`config.mk`:
```
export PLATFORM = sky130hd
export DESIGN_NAME = fft_stream_adapter
export DESIGN_NICKNAME = d
export VERILOG_FILES = /design/src/rtl/fft_pkg.sv /design/src/rtl/fft_frame_buffer.sv /design/src/rtl/fft_stream_adapter.sv
export SDC_FILE = /design/constraint.sdc
export NUM_CORES = 1
export LEC_CHECK = 0
export CORE_UTILIZATION = 35
export DETAILED_ROUTE_END_ITERATION = 8
export GPL_TIMING_DRIVEN = 0
export HOLD_SLACK_MARGIN = 0.05
export PLACE_DENSITY = 0.61
export SLEW_MARGIN = 20
export SYNTH_ARGS = -nofsm -noshare
export SYNTH_HDL_FRONTEND = slang
export SYNTH_SLANG_ARGS = --single-unit
```
`constraint.sdc`:
```
create_clock -name clk -period 5.99 [get_ports clk]
set_clock_uncertainty 0.15 [all_clocks]
set_input_delay 1.198 -clock clk [delete_from_list [all_inputs] [get_ports clk]]
set_output_delay 1.198 -clock clk [all_outputs]
set_load 0.01 [all_outputs]
```
`src/rtl/fft_pkg.sv`:
```
`default_nettype none
// fft_pkg: FSM state encoding and default frame/sample sizes shared by the
// FFT stream adapter and its frame buffer.
package fft_pkg;

  localparam int FFT_DEF_N  = 8;
  localparam int FFT_DEF_DW = 24;

  typedef enum logic [2:0] {
    ST_FILL  = 3'd0,
    ST_PUSH  = 3'd1,
    ST_RUN   = 3'd2,
    ST_FETCH = 3'd3,
    ST_SEND  = 3'd4
  } fft_state_t;

endpackage
`default_nettype wire

```
`src/rtl/fft_frame_buffer.sv`:
```
`default_nettype none
// fft_frame_buffer: N-entry register file holding one frame of {re, im}
// samples; one synchronous write port, one combinational read port.
module fft_frame_buffer
  import fft_pkg::*;
#(
  parameter int N  = FFT_DEF_N,
  parameter int DW = FFT_DEF_DW,
  localparam int AW = $clog2(N)
) (
  input  logic          clk,
  input  logic          wr_en,
  input  logic [AW-1:0] wr_addr,
  input  logic [DW-1:0] wr_re,
  input  logic [DW-1:0] wr_im,
  input  logic [AW-1:0] rd_addr,
  output logic [DW-1:0] rd_re,
  output logic [DW-1:0] rd_im
);

  logic [2*DW-1:0] mem [N];

  always_ff @(posedge clk) begin
    if (wr_en) begin
      mem[wr_addr] <= {wr_re, wr_im};
    end
  end

  assign rd_re = mem[rd_addr][2*DW-1:DW];
  assign rd_im = mem[rd_addr][DW-1:0];

endmodule
`default_nettype wire

```
`src/rtl/fft_stream_adapter.sv`:
```
`default_nettype none
// fft_stream_adapter: buffers an N-sample input frame, loads it into an FFT
// core, waits for completion, then streams results. FFT_OUT_SCALE_EN enables 1/N output scaling.
module fft_stream_adapter
  import fft_pkg::*;
#(
  parameter int N       = FFT_DEF_N,
  parameter int DW      = FFT_DEF_DW,
  parameter int RD_LAT  = 1,
  parameter int TIMEOUT = 1023,
  localparam int AW = $clog2(N)
) (
  input  logic          clk,
  input  logic          rst,
  input  logic          s_valid,
  output logic          s_ready,
  input  logic [DW-1:0] s_re,
  input  logic [DW-1:0] s_im,
  output logic          m_valid,
  input  logic          m_ready,
  output logic [DW-1:0] m_re,
  output logic [DW-1:0] m_im,
  output logic          m_last,
  output logic          core_initial_en,
  output logic [DW-1:0] core_din_re,
  output logic [DW-1:0] core_din_im,
  output logic [AW-1:0] core_read_addr,
  input  logic [DW-1:0] core_dout_re,
  input  logic [DW-1:0] core_dout_im,
  input  logic          core_fft_finish,
  output logic          busy,
  output logic          err
);

  localparam int TW = $clog2(TIMEOUT + 1);
  localparam int LW = (RD_LAT > 0) ? $clog2(RD_LAT + 1) : 1;
  localparam logic [AW-1:0] LAST_IDX = AW'(N - 1);

  fft_state_t    state;
  logic [AW-1:0] cnt;
  logic [AW-1:0] addr;
  logic [TW-1:0] run_cnt;
  logic [LW-1:0] lat_cnt;
  logic          finish_q;
  logic          err_q;
  logic [DW-1:0] out_re;
  logic [DW-1:0] out_im;
  logic          out_last;

  logic          fill_beat;
  logic          finish_rise;
  logic [DW-1:0] buf_re;
  logic [DW-1:0] buf_im;
  logic [DW-1:0] res_re;
  logic [DW-1:0] res_im;

  assign fill_beat   = (state == ST_FILL) && s_valid;
  assign finish_rise = core_fft_finish && !finish_q;

  // Fill writes and push reads share cnt; they never happen in the same state.
  fft_frame_buffer #(
    .N  (N),
    .DW (DW)
  ) u_frame_buffer (
    .clk     (clk),
    .wr_en   (fill_beat),
    .wr_addr (cnt),
    .wr_re   (s_re),
    .wr_im   (s_im),
    .rd_addr (cnt),
    .rd_re   (buf_re),
    .rd_im   (buf_im)
  );

`ifdef FFT_OUT_SCALE_EN
  // Divide by N with round-half-up; one guard bit keeps the bias add exact.
  function automatic logic [DW-1:0] scale_round(input logic [DW-1:0] x);
    logic [DW:0] half;
    logic [DW:0] sum;
    logic [DW:0] shr;
    half = (DW + 1)'(1) << (AW - 1);
    sum  = {x[DW-1], x} + half;
    shr  = $signed(sum) >>> AW;
    return shr[DW-1:0];
  endfunction

  assign res_re = scale_round(core_dout_re);
  assign res_im = scale_round(core_dout_im);
`else
  assign res_re = core_dout_re;
  assign res_im = core_dout_im;
`endif

  always_ff @(posedge clk) begin
    if (!rst) begin
      state    <= ST_FILL;
      cnt      <= '0;
      addr     <= '0;
      run_cnt  <= '0;
      lat_cnt  <= '0;
      finish_q <= 1'b0;
      err_q    <= 1'b0;
      out_re   <= '0;
      out_im   <= '0;
      out_last <= 1'b0;
    end else begin
      finish_q <= core_fft_finish;
      case (state)
        ST_FILL: begin
          if (s_valid) begin
            if (cnt == LAST_IDX) begin
              cnt   <= '0;
              state <= ST_PUSH;
            end else begin
              cnt <= cnt + 1'b1;
            end
          end
        end
        ST_PUSH: begin
          if (cnt == LAST_IDX) begin
            cnt     <= '0;
            run_cnt <= '0;
            state   <= ST_RUN;
          end else begin
            cnt <= cnt + 1'b1;
          end
        end
        ST_RUN: begin
          // A finish level left high from a previous frame is not an edge.
          if (finish_rise) begin
            addr    <= '0;
            lat_cnt <= '0;
            state   <= ST_FETCH;
          end else if (run_cnt == TW'(TIMEOUT - 1)) begin
            err_q <= 1'b1;
            state <= ST_FILL;
          end else begin
            run_cnt <= run_cnt + 1'b1;
          end
        end
        ST_FETCH: begin
          if (lat_cnt == LW'(RD_LAT)) begin
            out_re   <= res_re;
            out_im   <= res_im;
            out_last <= (addr == LAST_IDX);
            state    <= ST_SEND;
          end else begin
            lat_cnt <= lat_cnt + 1'b1;
          end
        end
        ST_SEND: begin
          if (m_ready) begin
            if (addr == LAST_IDX) begin
              addr  <= '0;
              state <= ST_FILL;
            end else begin
              addr    <= addr + 1'b1;
              lat_cnt <= '0;
              state   <= ST_FETCH;
            end
          end
        end
        default: state <= ST_FILL;
      endcase
    end
  end

  assign s_ready         = (state == ST_FILL);
  assign busy            = (state != ST_FILL);
  assign err             = err_q;
  assign core_initial_en = (state == ST_PUSH);
  assign core_din_re     = (state == ST_PUSH) ? buf_re : '0;
  assign core_din_im     = (state == ST_PUSH) ? buf_im : '0;
  assign core_read_addr  = addr;
  assign m_valid         = (state == ST_SEND);
  assign m_re            = out_re;
  assign m_im            = out_im;
  assign m_last          = out_last;

endmodule
`default_nettype wire

```
# Word level (Yosys, flattened, before mapping)
# Memories as Yosys holds them, arrays and structs flattened. A register that Yosys moved wholly into a read port is not among the register bits.
# Index checks and enable logic that the tools add are counted.
# classes
addsub	4
eq_ne	17
mux	31
bitwise_logic	1
n_reduce_logical	16
# ops
cell	count
24-bit two-way mux	2
3-bit two-way mux	14
10-bit two-way mux	3
10-bit one-hot mux with 2 select lines	1
3-bit one-hot mux with 5 select lines	1
2-bit inequality test (second input constant)	6
3-bit one-hot mux with 2 select lines	2
10-bit by 1-bit adder with 10-bit output (second input constant)	1
10-bit == test (second input constant)	1
3-bit == test (second input constant)	3
4-bit AND reduction	2
3-bit by 1-bit adder with 3-bit output (second input constant)	2
3-bit by 2-bit == test with 1-bit output (second input constant)	2
1-bit two-way mux	6
2-bit by 1-bit inequality test with 1-bit output (second input constant)	3
3-bit AND reduction	2
6-bit AND reduction	1
2-bit nonzero test	3
3-bit nonzero test	2
2-bit AND reduction	2
3-bit by 1-bit == test with 1-bit output (second input constant)	1
3-bit logical NOT	1
3-bit inequality test (second input constant)	1
1-bit one-hot mux with 3 select lines	1
other kinds (5)	6
# word_totals
reg_bits	71
ram_bits	384
inputBits	101
output_inout_bits	105
memories	1
# mem_list
memory	words	word_bits	read_ports	rd_clocked_by_memory_dff	write_ports	line_no	source
u_frame_buffer.mem	8	48	1	1	1	fft_frame_buffer.sv:21	logic [2*DW-1:0] mem [N];

# Logic depth before layout (Yosys ltp)
# Gate-level depths: netlist of the first run.
# logic_depth
word_depth	6
mapped_depth	8
depth_no_buf	6

# By module
# From an unflattened synthesis of the first run, not the netlist that was laid out.
# hier_totals
hier_cells	973
area_unflattened_um2	17799.6
# by_module_without_submodules
mod	instances	cells_per_inst	area_per_inst_um2
fft_frame_buffer	1	568	14659.1
fft_stream_adapter	1	405	3140.5

# Worst setup path after synthesis of the first run
# Ideal clock, no wire load.
# synth_path
kind	input -> register
from	input s_valid
to	memory u_frame_buffer.mem[1][0] (netlist name), enable pin
setup_ns	0.513
t_arrival_ns	4.627
slack_ns	0.700
path_stages	2
cell_sequence	nand3_1 > nor3_1
# synth_between
elab_chain_cells	3
# synth_lines
item	line_no	source
from (decl)	fft_stream_adapter.sv:15	input logic s_valid,
1-bit logical AND	fft_stream_adapter.sv:57	assign fill_beat = (state == ST_FILL) && s_valid;
1-bit two-way mux	fft_frame_buffer.sv:24	if (wr_en) begin
1-bit two-way mux (implied by the code)	fft_frame_buffer.sv:25	mem[wr_addr] <= {wr_re, wr_im};
to (decl)	fft_frame_buffer.sv:21	
# No other way between the ends.

# Final worst setup path of the first run
# layout_path
from	register state[2]
to	output core_din_im[21]
# layout_between
elab_chain_cells	2
# layout_lines
item	line_no	source
from (decl)	fft_stream_adapter.sv:39	fft_state_t state;
from (signal assigned)	fft_stream_adapter.sv:96	state <= ST_FILL;
from (signal assigned)	fft_stream_adapter.sv:113	state <= ST_PUSH;
from (signal assigned)	fft_stream_adapter.sv:123	state <= ST_RUN;
3-bit by 1-bit == test with 1-bit output	fft_stream_adapter.sv:173	assign core_din_im = (state == ST_PUSH) ? buf_im : '0;
24-bit two-way mux	fft_stream_adapter.sv:173	
to (decl)	fft_stream_adapter.sv:26	output logic [DW-1:0] core_din_im,
# No other way between the ends.

==> results of run 1 <==
## synth_stat cells (all sizes together) (2+ instances only)
master | n | area (um^2)
or4 | 2 | 15.0
nand3b | 3 | 22.5
nor3 | 8 | 40.0
nor4 | 4 | 40.0
and4 | 2 | 17.5
dfxtp | 74 | 1480
a21oi | 62 | 310
nand4 | 7 | 43.8
mux2i | 54 | 541
edfxtp | 384 | 11500
mux4 | 96 | 2160
nand2 | 109 | 409
o31ai | 4 | 30.0
o211ai | 2 | 20.0
and3 | 2 | 12.5
nor4bb | 2 | 20.0
a22oi | 3 | 27.5
o41ai | 2 | 17.5
nor2 | 64 | 240
clkbuf | 28 | 105
o21ai | 2 | 10.0
a31oi | 2 | 12.5
buf | 29 | 189
nor2b | 4 | 27.5
nand2b | 6 | 37.5
inv | 7 | 26.3
or3 | 4 | 25.0
nand3 | 7 | 35.0
ha | 6 | 75.1
nor3b | 3 | 22.5
## cell type report
| cell class | count | share of cell area |
|---|---|---|
| diodes | 2 | 0.000223 |
| plain buffers | 57 | 0.0131 |
| repair buffers | 232 | 0.109 |
| clock inverters | 29 | 0.0129 |
| well taps | 664 | 0.0370 |
| inverters | 7 | 0.00117 |
| multi-input cells | 469 | 0.194 |
| clock buffers | 54 | 0.0540 |
| flip-flops and latches | 458 | 0.579 |
## flip-flops by register name, summed over array words and instances, names as in the netlist, named ones only
signal,cells
cnt,3
core_read_addr,3
err,1
finish_q,1
lat_cnt,1
m_im,24
m_last,1
m_re,24
run_cnt,10
state,3
u_frame_buffer.mem,384
## report_power, final
part / internal [mW] / total, mW / switching (mW)
logic: 0.331 / 0.662 / 0.331
registers: 3.54 / 3.56 / 0.0183
clock network: 1.63 / 2.84 / 1.21
## worst max-delay path: stages, from the launching register on
cell	delay (ns)
dfxtp_1	0.33
buf_2	0.22
nor2b_2	0.10
nand2b_1	0.29
clkbuf_1	0.58
clkbuf_1	0.50
nor2_1	0.20
clkdlybuf4s50_1	0.52
## path summary, 6_finish.rpt
check                                            from                            endpoint  slack [ns]
worst max register to register  state[1]$_SDFFE_PN0P_  u_frame_buffer.mem[2][4]$_DFFE_PP_        2.77
worst min register to register   m_im[1]$_SDFFE_PN0P_                m_im[1]$_SDFFE_PN0P_        0.30
worst min-delay path             m_im[1]$_SDFFE_PN0P_                m_im[1]$_SDFFE_PN0P_        0.30
worst max-delay path            state[2]$_SDFFE_PN0P_                     core_din_im[21]        1.32
## metal layers
layer	track usage	vias to the layer above	routed length [um]
met1	0.210	4912	17500
li1	-	4447	-
met4	0.0527	4	1100
met5	0	-	27
met3	0.0324	64	1910
met2	0.270	235	20200
## per-stage QoR
| step | setup slack [ns] | power, mW |
|---|---|---|
| 6_report | 1.32 | 7.06 |
| 5_1_grt | 1.06 | 7.31 |
| 4_1_cts | 1.19 | 7.17 |
| 3_5_place_dp | 1.83 | 4.31 |
| 3_3_place_gp | -3.82 | 4.28 |
| 2_1_floorplan | 0.700 | 4.00 |
## cells by family after synthesis
family,count (synthesis),share of synthesized area
compound gates,81,0.0261
fa+ha+maj,6,0.00426
buf+inv,64,0.0182
flops,458,0.738
mux,150,0.153
simple gates,232,0.0598
==> out/qor.txt, run 1 <==
CTS root buf - clkbuf_16
core area - 49400 um^2
cts bufs inserted - 47
Syn. warnings - 0
Synth Flop Type - edfxtp_1
Die Span Y - 226 um
CTS clk-pin slew, worst paths - 0.06 ns
Final Non-Filler Cells - 1972
cts hold-fix bufs - 0
Cells after Synth - 991
Max Cap Viol - 0
Min-Delay Path Depth - 2
Cells after DPL - 1887
Port Buf Inserts - 205
Post-DP HPWL - 27100 um
CP Data Required Time - 4.64 ns
post-cts resize count - 0
post-synthesis cell type count - 46
highest clock rate - 0.214 GHz
Die X-Extent - 226 um
Hold Crit Class - register to register
Tcrit/Tclk final - 0.779
die area - 51300 um^2
DRC - 0
maximum VDD drop - 0.000168 V
commonest non-fill, non-tap cell in the layout - edfxtp_1
critical path fanouts, max - 10
outcome - finished, final reports clean
CTS tree - yes
Core Rows - 81
Syn Area/Cell - 17.8 um^2
pwr dens - 315 nW/um^2
Total Wirelength - 40700 um
gr ovfl total - 0
largest net degree at the start of global routing - 21
DR vias - 9662
Syn Nets - 1098
DRT Pass-1 Iters - 5
worst-case reg-to-reg path depth - 7
CTS Sinks - 458
first-pass GRT wire length - 60500 um
post-route ant nets - 0
drt first-iter violations - 523
setup TNS - 0 ns
Ports - 206
fin area - 22500 um^2
placer congestion estimate - 0.830
Worst-Skew Late Latency - 0.57 ns
crit path DAT - 3.32 ns
layout cells sized above 1 - 0.178
Slew @ Worst Pin - 1.01 ns
critical path class - register to output pin
area of the multi-input gates - 4350 um^2
Layout Nets - 1379
Starting Density - 0.357
All-Layer GR Usage - 0.161
Area after DPL - 20900 um^2
Crit. End Element - output pin
RSZ-0062 raised after global routing - no
CP Launch Type - register
postcts setup bufs - 0
Final Util - 0.455
initial antenna violation count - 4
Final Hold Fails - 0
Netlist Area Pre-Place - 17600 um^2
Final min period - 4.67 ns
Seq/Total Area, Yosys - 0.738
asr flop ratio synth - 0
Vias/cell - 4.90
clk buf depth - 3
Synth-to-Final Area Change - 27.4%
register area - 13000 um^2
number of global-route vias before repair - 9729
Slew Viols, Final - 0
Hold Slack - 0.303 ns
Post-synth EDFFs - 384
layout filler cell count - 4268
# setup viols final - 0
most frequent cells in the layout - edfxtp_1 (384), clkdlybuf4s50_1 (205), nand2_1 (109)
max_slew headroom - 0.314
WL/cell - 20.6 um
H-tree depth - 2
Static Leak - 7.02 nW
FF+latch count, synth - 458
Note: power is estimated with default switching activity, not from simulation.
==> run 2, diff against run 1 <==
- clock period: 5.99 -> 4.6 ns (I/O delays scaled with it)
==> out/qor.txt, run 2 (synthesized netlist as in run 1, its figures left out) <==
outcome - finished, final reports clean
CP Data Required Time - 3.53 ns (-1.11 ns)
Final Worst Setup Slack - 0.245 ns (-1.08 ns)
CTS Sinks - 458 (unchanged)
Final min period - 4.36 ns
CTS tree - yes
Die X-Extent - 226 um (unchanged)
All-Layer GR Usage - 0.166 (+0.00450)
Tcrit/Tclk final - 0.947
core area - 49400 um^2 (unchanged)
Final Util - 0.457 (+0.00228)
Core Rows - 81 (unchanged)
number of global-route vias before repair - 10100 (+3.4%)
Final Hold Fails - 0 (unchanged)
Biggest register - u_frame_buffer.mem
Seq pwr share - 0.498 (-0.006)
CTS root buf - clkbuf_16
max reg flops - 384 (unchanged)
placer congestion estimate - 0.871 (+4.9%)
Worst-Skew Late Latency - 0.58 ns (about the same)
largest net degree at the start of global routing - 21 (unchanged)
DRC - 0 (unchanged)
most frequent cells in the layout - edfxtp_1 (384), clkdlybuf4s50_1 (205), nand2_1 (109)
# setup viols final - 0 (unchanged)
highest clock rate - 0.230 GHz
commonest non-fill, non-tap cell in the layout - edfxtp_1
initial antenna violation count - 6 (+2)
switching power - 2.05 mW (+31%)
layout cells sized above 1 - 0.173 (-0.00433)
Hold Crit Class - register to register
gr ovfl total - 0 (unchanged)
cts bufs inserted - 48 (+2.1%)
Static Leak - 7.06 nW (+0.47%)
H-tree depth - 2 (unchanged)
Die Span Y - 226 um (unchanged)
cts hold-fix bufs - 0 (unchanged)
maximum VDD drop - 0.000242 V (+44%)
CP Launch Type - register
DRT Pass-1 Iters - 5 (unchanged)
Slew Viols, Final - 0 (unchanged)
post-route ant nets - 0 (unchanged)
Slew @ Worst Pin - 0.988 ns (-0.0267 ns)
Starting Density - 0.357 (unchanged)
Crit. End Element - output pin
max_slew headroom - 0.332 (+0.0180)
Int Pwr - 7.26 mW (+32%)
Synth-to-Final Area Change - 28.0%
Max Cap Viol - 0 (unchanged)
Net Sw Frac - 0.220 (-0.00101)
Port Buf Inserts - 205 (unchanged)
post-cts resize count - 0 (unchanged)
drt first-iter violations - 647 (+24%)
RSZ-0062 raised after global routing - no
combinational power share - 0.095 (about the same)
Vias/cell - 4.94 (+0.88%)
pwr dens - 412 nW/um^2 (+31%)
Total Wirelength - 41600 um (+2.3%)
power share of the clock group - 0.407 (+0.004)
Post-DP HPWL - 27300 um (+0.98%)
Post-Place Worst Slack - 0.768 ns (-1.06 ns)
clk buf depth - 3 (unchanged)
CTS clk-pin slew, worst paths - 0.06 ns (about the same)
crit path DAT - 3.29 ns (-0.03 ns)
first-pass GRT wire length - 62300 um (+3.0%)
Layout Nets - 1375 (-0.29%)
die area - 51300 um^2 (unchanged)
critical path fanouts, max - 10 (unchanged)
Ports - 206 (unchanged)
DR vias - 9732 (+0.72%)
WL/cell - 21.1 um (+2.4%)
critical path class - register to output pin
postcts setup bufs - 0 (unchanged)
-- run 2: changes by cell type in the layout (fill, tap and decap cells not counted), sizes merged --
cell      delta
clkbuf      +10
buf          -5
clkinvlp     -3
inv          +1
diode        -1
clkinv       -5
-- run 2: path summary, 6_finish.rpt --
check	from	endpoint	slack, ns	depth (start not counted)
setup reg to reg	state[1]$_SDFFE_PN0P_	u_frame_buffer.mem[0][42]$_DFFE_PP_	1.24	7
hold reg to reg	m_re[0]$_SDFFE_PN0P_	m_re[0]$_SDFFE_PN0P_	0.30	2
hold / removal	m_re[0]$_SDFFE_PN0P_	m_re[0]$_SDFFE_PN0P_	0.30	2
setup / recovery	register	core_din_im[22]	0.24	7
-- run 2: power groups by stage --
stage | logic [mW] | clock network [mW] | registers (mW)
finish | 0.883 | 3.79 | 4.64
global route | 0.955 | 4.03 | 4.64
global placement | 0.840 | 0 | 4.73
CTS | 0.905 | 3.88 | 4.64
detailed placement | 0.902 | 0 | 4.72
floorplan | 0.481 | 0 | 4.72
-- run 2: critical path, stage by stage (launching register included) --
cell             delay, ns
dfxtp_1               0.30
buf_2                 0.22
clkbuf_1              0.55
buf_2                 0.43
mux4_2                0.35
mux2i_1               0.28
nor2_1                0.08
clkdlybuf4s50_1       0.49
-- run 2: layer usage --
layer / GRT usage / vias to the layer above / share of wire
met5: 0 / - / 0.0014
met4: 0.0556 / 8 / 0.026
met3: 0.0294 / 78 / 0.046
met2: 0.277 / 236 / 0.49
met1: 0.218 / 4960 / 0.43
li1: - / 4450 / -
-- run 2: cell type report --
class                           instances  area, um^2
Buffer                                 57         294
Clock inverter                         22         241
Multi-Input combinational cell        469        4360
Clock buffer                           64        1290
Antenna cell                            1        2.50
Fill cell                            4290       26800
Inverter                                7        26.3
Timing Repair Buffer                  227        2510
Sequential cell                       458       13000
Tap cell                              664         831
-- run 2: stage by stage --
| step | setup TNS (ns) | power, mW | instance area [um^2] | instances | hold WS (ns) |
|---|---|---|---|---|---|
| 6_report | 0 | 9.31 | 22600 | 1969 | 0.304 |
| 3_5_place_dp | 0 | 5.63 | 21000 | 1882 | 0.298 |
| 2_1_floorplan | 0 | 5.20 | 17600 | 991 | 0.302 |
| 3_3_place_gp | -772.85 | 5.57 | 20500 | 1860 | 0.292 |
| 4_1_cts | 0 | 9.42 | 22600 | 1968 | 0.305 |
| 5_1_grt | 0 | 9.63 | 22600 | 1969 | 0.325 |
==> run 3, diff against run 2 <==
- SLEW_MARGIN: 20 -> not set
==> out/qor.txt, run 3 (synthesized netlist as in run 1, its figures left out) <==
outcome - finished, final reports clean
H-tree depth - 2 (unchanged)
Worst R2R Start - state[1]$_SDFFE_PN0P_
CTS root buf - clkbuf_16
critical path class - register to output pin
die area - 51300 um^2 (unchanged)
Cells after DPL - 1880 (-0.11%)
Total Wirelength - 41800 um (+0.47%)
Ports - 206 (unchanged)
DRT Pass-1 Iters - 5 (unchanged)
post-cts resize count - 0 (unchanged)
Die Span Y - 226 um (unchanged)
cts bufs inserted - 48 (unchanged)
most frequent cells in the layout - edfxtp_1 (384), clkdlybuf4s50_1 (205), nand2_1 (109)
Final Non-Filler Cells - 1967 (-0.10%)
Die X-Extent - 226 um (unchanged)
Starting Density - 0.357 (unchanged)
Seq pwr share - 0.495 (-0.003)
# setup viols final - 0 (unchanged)
first-pass GRT wire length - 62400 um (+0.21%)
Area after DPL - 21100 um^2 (+0.17%)
layout cells sized above 1 - 0.170 (-0.00344)
DR vias - 9747 (+0.15%)
DRC - 0 (unchanged)
Static Leak - 7.08 nW (+0.28%)
Port Buf Inserts - 205 (unchanged)
hold_sp - m_re[8]$_SDFFE_PN0P_
switching power - 2.04 mW (-0.24%)
highest clock rate - 0.229 GHz (-0.36%)
R2R setup slack - 1.27 ns (+0.03 ns)
CP Data Required Time - 3.53 ns (about the same)
CTS tree - yes
critical path fanouts, max - 10 (unchanged)
All-Layer GR Usage - 0.166 (+0.000700)
combinational power share - 0.096 (about the same)
post-route ant nets - 0 (unchanged)
Final min period - 4.37 ns (+0.0159 ns)
Synth-to-Final Area Change - 28.4%
CTS Sinks - 458 (unchanged)
setup TNS - 0 ns (unchanged)
Tcrit/Tclk final - 0.950 (+0.00345)
Slew @ Worst Pin - 1.05 ns (+0.0629 ns)
cts hold-fix bufs - 0 (unchanged)
maximum VDD drop - 0.000226 V (-6.8%)
Core Rows - 81 (unchanged)
Slew Viols, Final - 0 (unchanged)
Biggest register - u_frame_buffer.mem
Hold Crit Class - register to register
crit path DAT - 3.30 ns (about the same)
RR Endpoint - u_frame_buffer.mem[3][0]$_DFFE_PP_
Int Pwr - 7.33 mW (+0.90%)
commonest non-fill, non-tap cell in the layout - edfxtp_1
core area - 49400 um^2 (unchanged)
placer congestion estimate - 0.871 (unchanged)
Layout Nets - 1373 (-0.15%)
Post-Place Worst Slack - 0.775 ns (+0.00681 ns)
CP Launch Type - register
RSZ-0062 raised after global routing - no
Max Cap Viol - 0 (unchanged)
fin area - 22600 um^2 (+0.27%)
pwr dens - 414 nW/um^2 (+0.38%)
max_slew headroom - 0.300 (-0.0329)
gr ovfl total - 0 (unchanged)
Crit. End Element - output pin
WL/cell - 21.3 um (+0.57%)
Final Hold Fails - 0 (unchanged)
Vias/cell - 4.96 (+0.26%)
largest net degree at the start of global routing - 22 (+4.8%)
worst-case reg-to-reg path depth - 6 (-1)
Net Sw Frac - 0.218 (-0.00195)
clk buf depth - 3 (unchanged)
Post-DP HPWL - 27400 um (+0.17%)
total power - 9.37 mW (+0.65%)
Worst-Skew Late Latency - 0.58 ns (about the same)
max reg flops - 384 (unchanged)
initial antenna violation count - 6 (unchanged)
power share of the clock group - 0.409 (+0.002)
drt first-iter violations - 718 (+11%)
crit path to - core_din_im[21]
postcts setup bufs - 0 (unchanged)
CTS clk-pin slew, worst paths - 0.06 ns (about the same)
Final Worst Setup Slack - 0.229 ns (-0.0159 ns)
number of global-route vias before repair - 10000 (-0.26%)
[run 3: cell count changes in the layout (fill, tap and decap cells not counted), sizes merged]
cell      delta
buf          -2
diode        +1
bufinv       +1
clkinvlp     -2
[run 3: cell type report]
cell class | instances | area, um^2
sequential | 458 | 13000
inverter | 7 | 26.3
clock buffer | 64 | 1290
clock inverter | 21 | 267
fill | 4268 | 26700
multi-input combinational | 469 | 4360
buffer | 57 | 294
antenna | 2 | 5.00
tap | 664 | 831
timing repair buffer | 225 | 2540
[run 3: worst min-delay path by stage]
stage                                    to  slack (ns)  depth (start not counted)
finish                 m_re[8]$_SDFFE_PN0P_        0.30                          2
global route          m_im[15]$_SDFFE_PN0P_        0.33                          2
CTS                    m_re[8]$_SDFFE_PN0P_        0.30                          2
detailed placement     m_re[8]$_SDFFE_PN0P_        0.30                          2
global placement      m_im[15]$_SDFFE_PN0P_        0.29                          2
floorplan           run_cnt[5]$_SDFFE_PN0P_        0.30                          2
[run 3: stage by stage]
stage	hold WS, ns	utilization
after floorplan	0.302	-
after global placement	0.292	0.416
after detailed placement	0.297	0.427
after CTS	0.305	0.458
after global routing	0.325	0.458
final	0.304	0.458
[run 3: power groups by stage]
stage	Sequential (mW)	Combinational [mW]	Clock [mW]
2_1_floorplan	4.72	0.481	0
3_3_place_gp	4.73	0.840	0
3_5_place_dp	4.73	0.919	0
4_1_cts	4.64	0.924	3.92
5_1_grt	4.64	0.973	4.06
6_report	4.64	0.901	3.83
[run 3: critical path, stage by stage, from the launching register on]
cell and delay, ns:
dfxtp_1 0.30, buf_2 0.21, clkbuf_1 0.55, buf_2 0.44, mux4_2 0.36, mux2i_1 0.31, nor2_1 0.07, clkdlybuf4s50_1 0.49
[run 3: metal layers]
metal,global-route usage,share of wire,vias to the layer above
li1,-,-,4432
met2,0.280,0.50,200
met3,0.0314,0.042,65
met5,0,0.0013,-
met4,0.0477,0.020,8
met1,0.219,0.44,5042
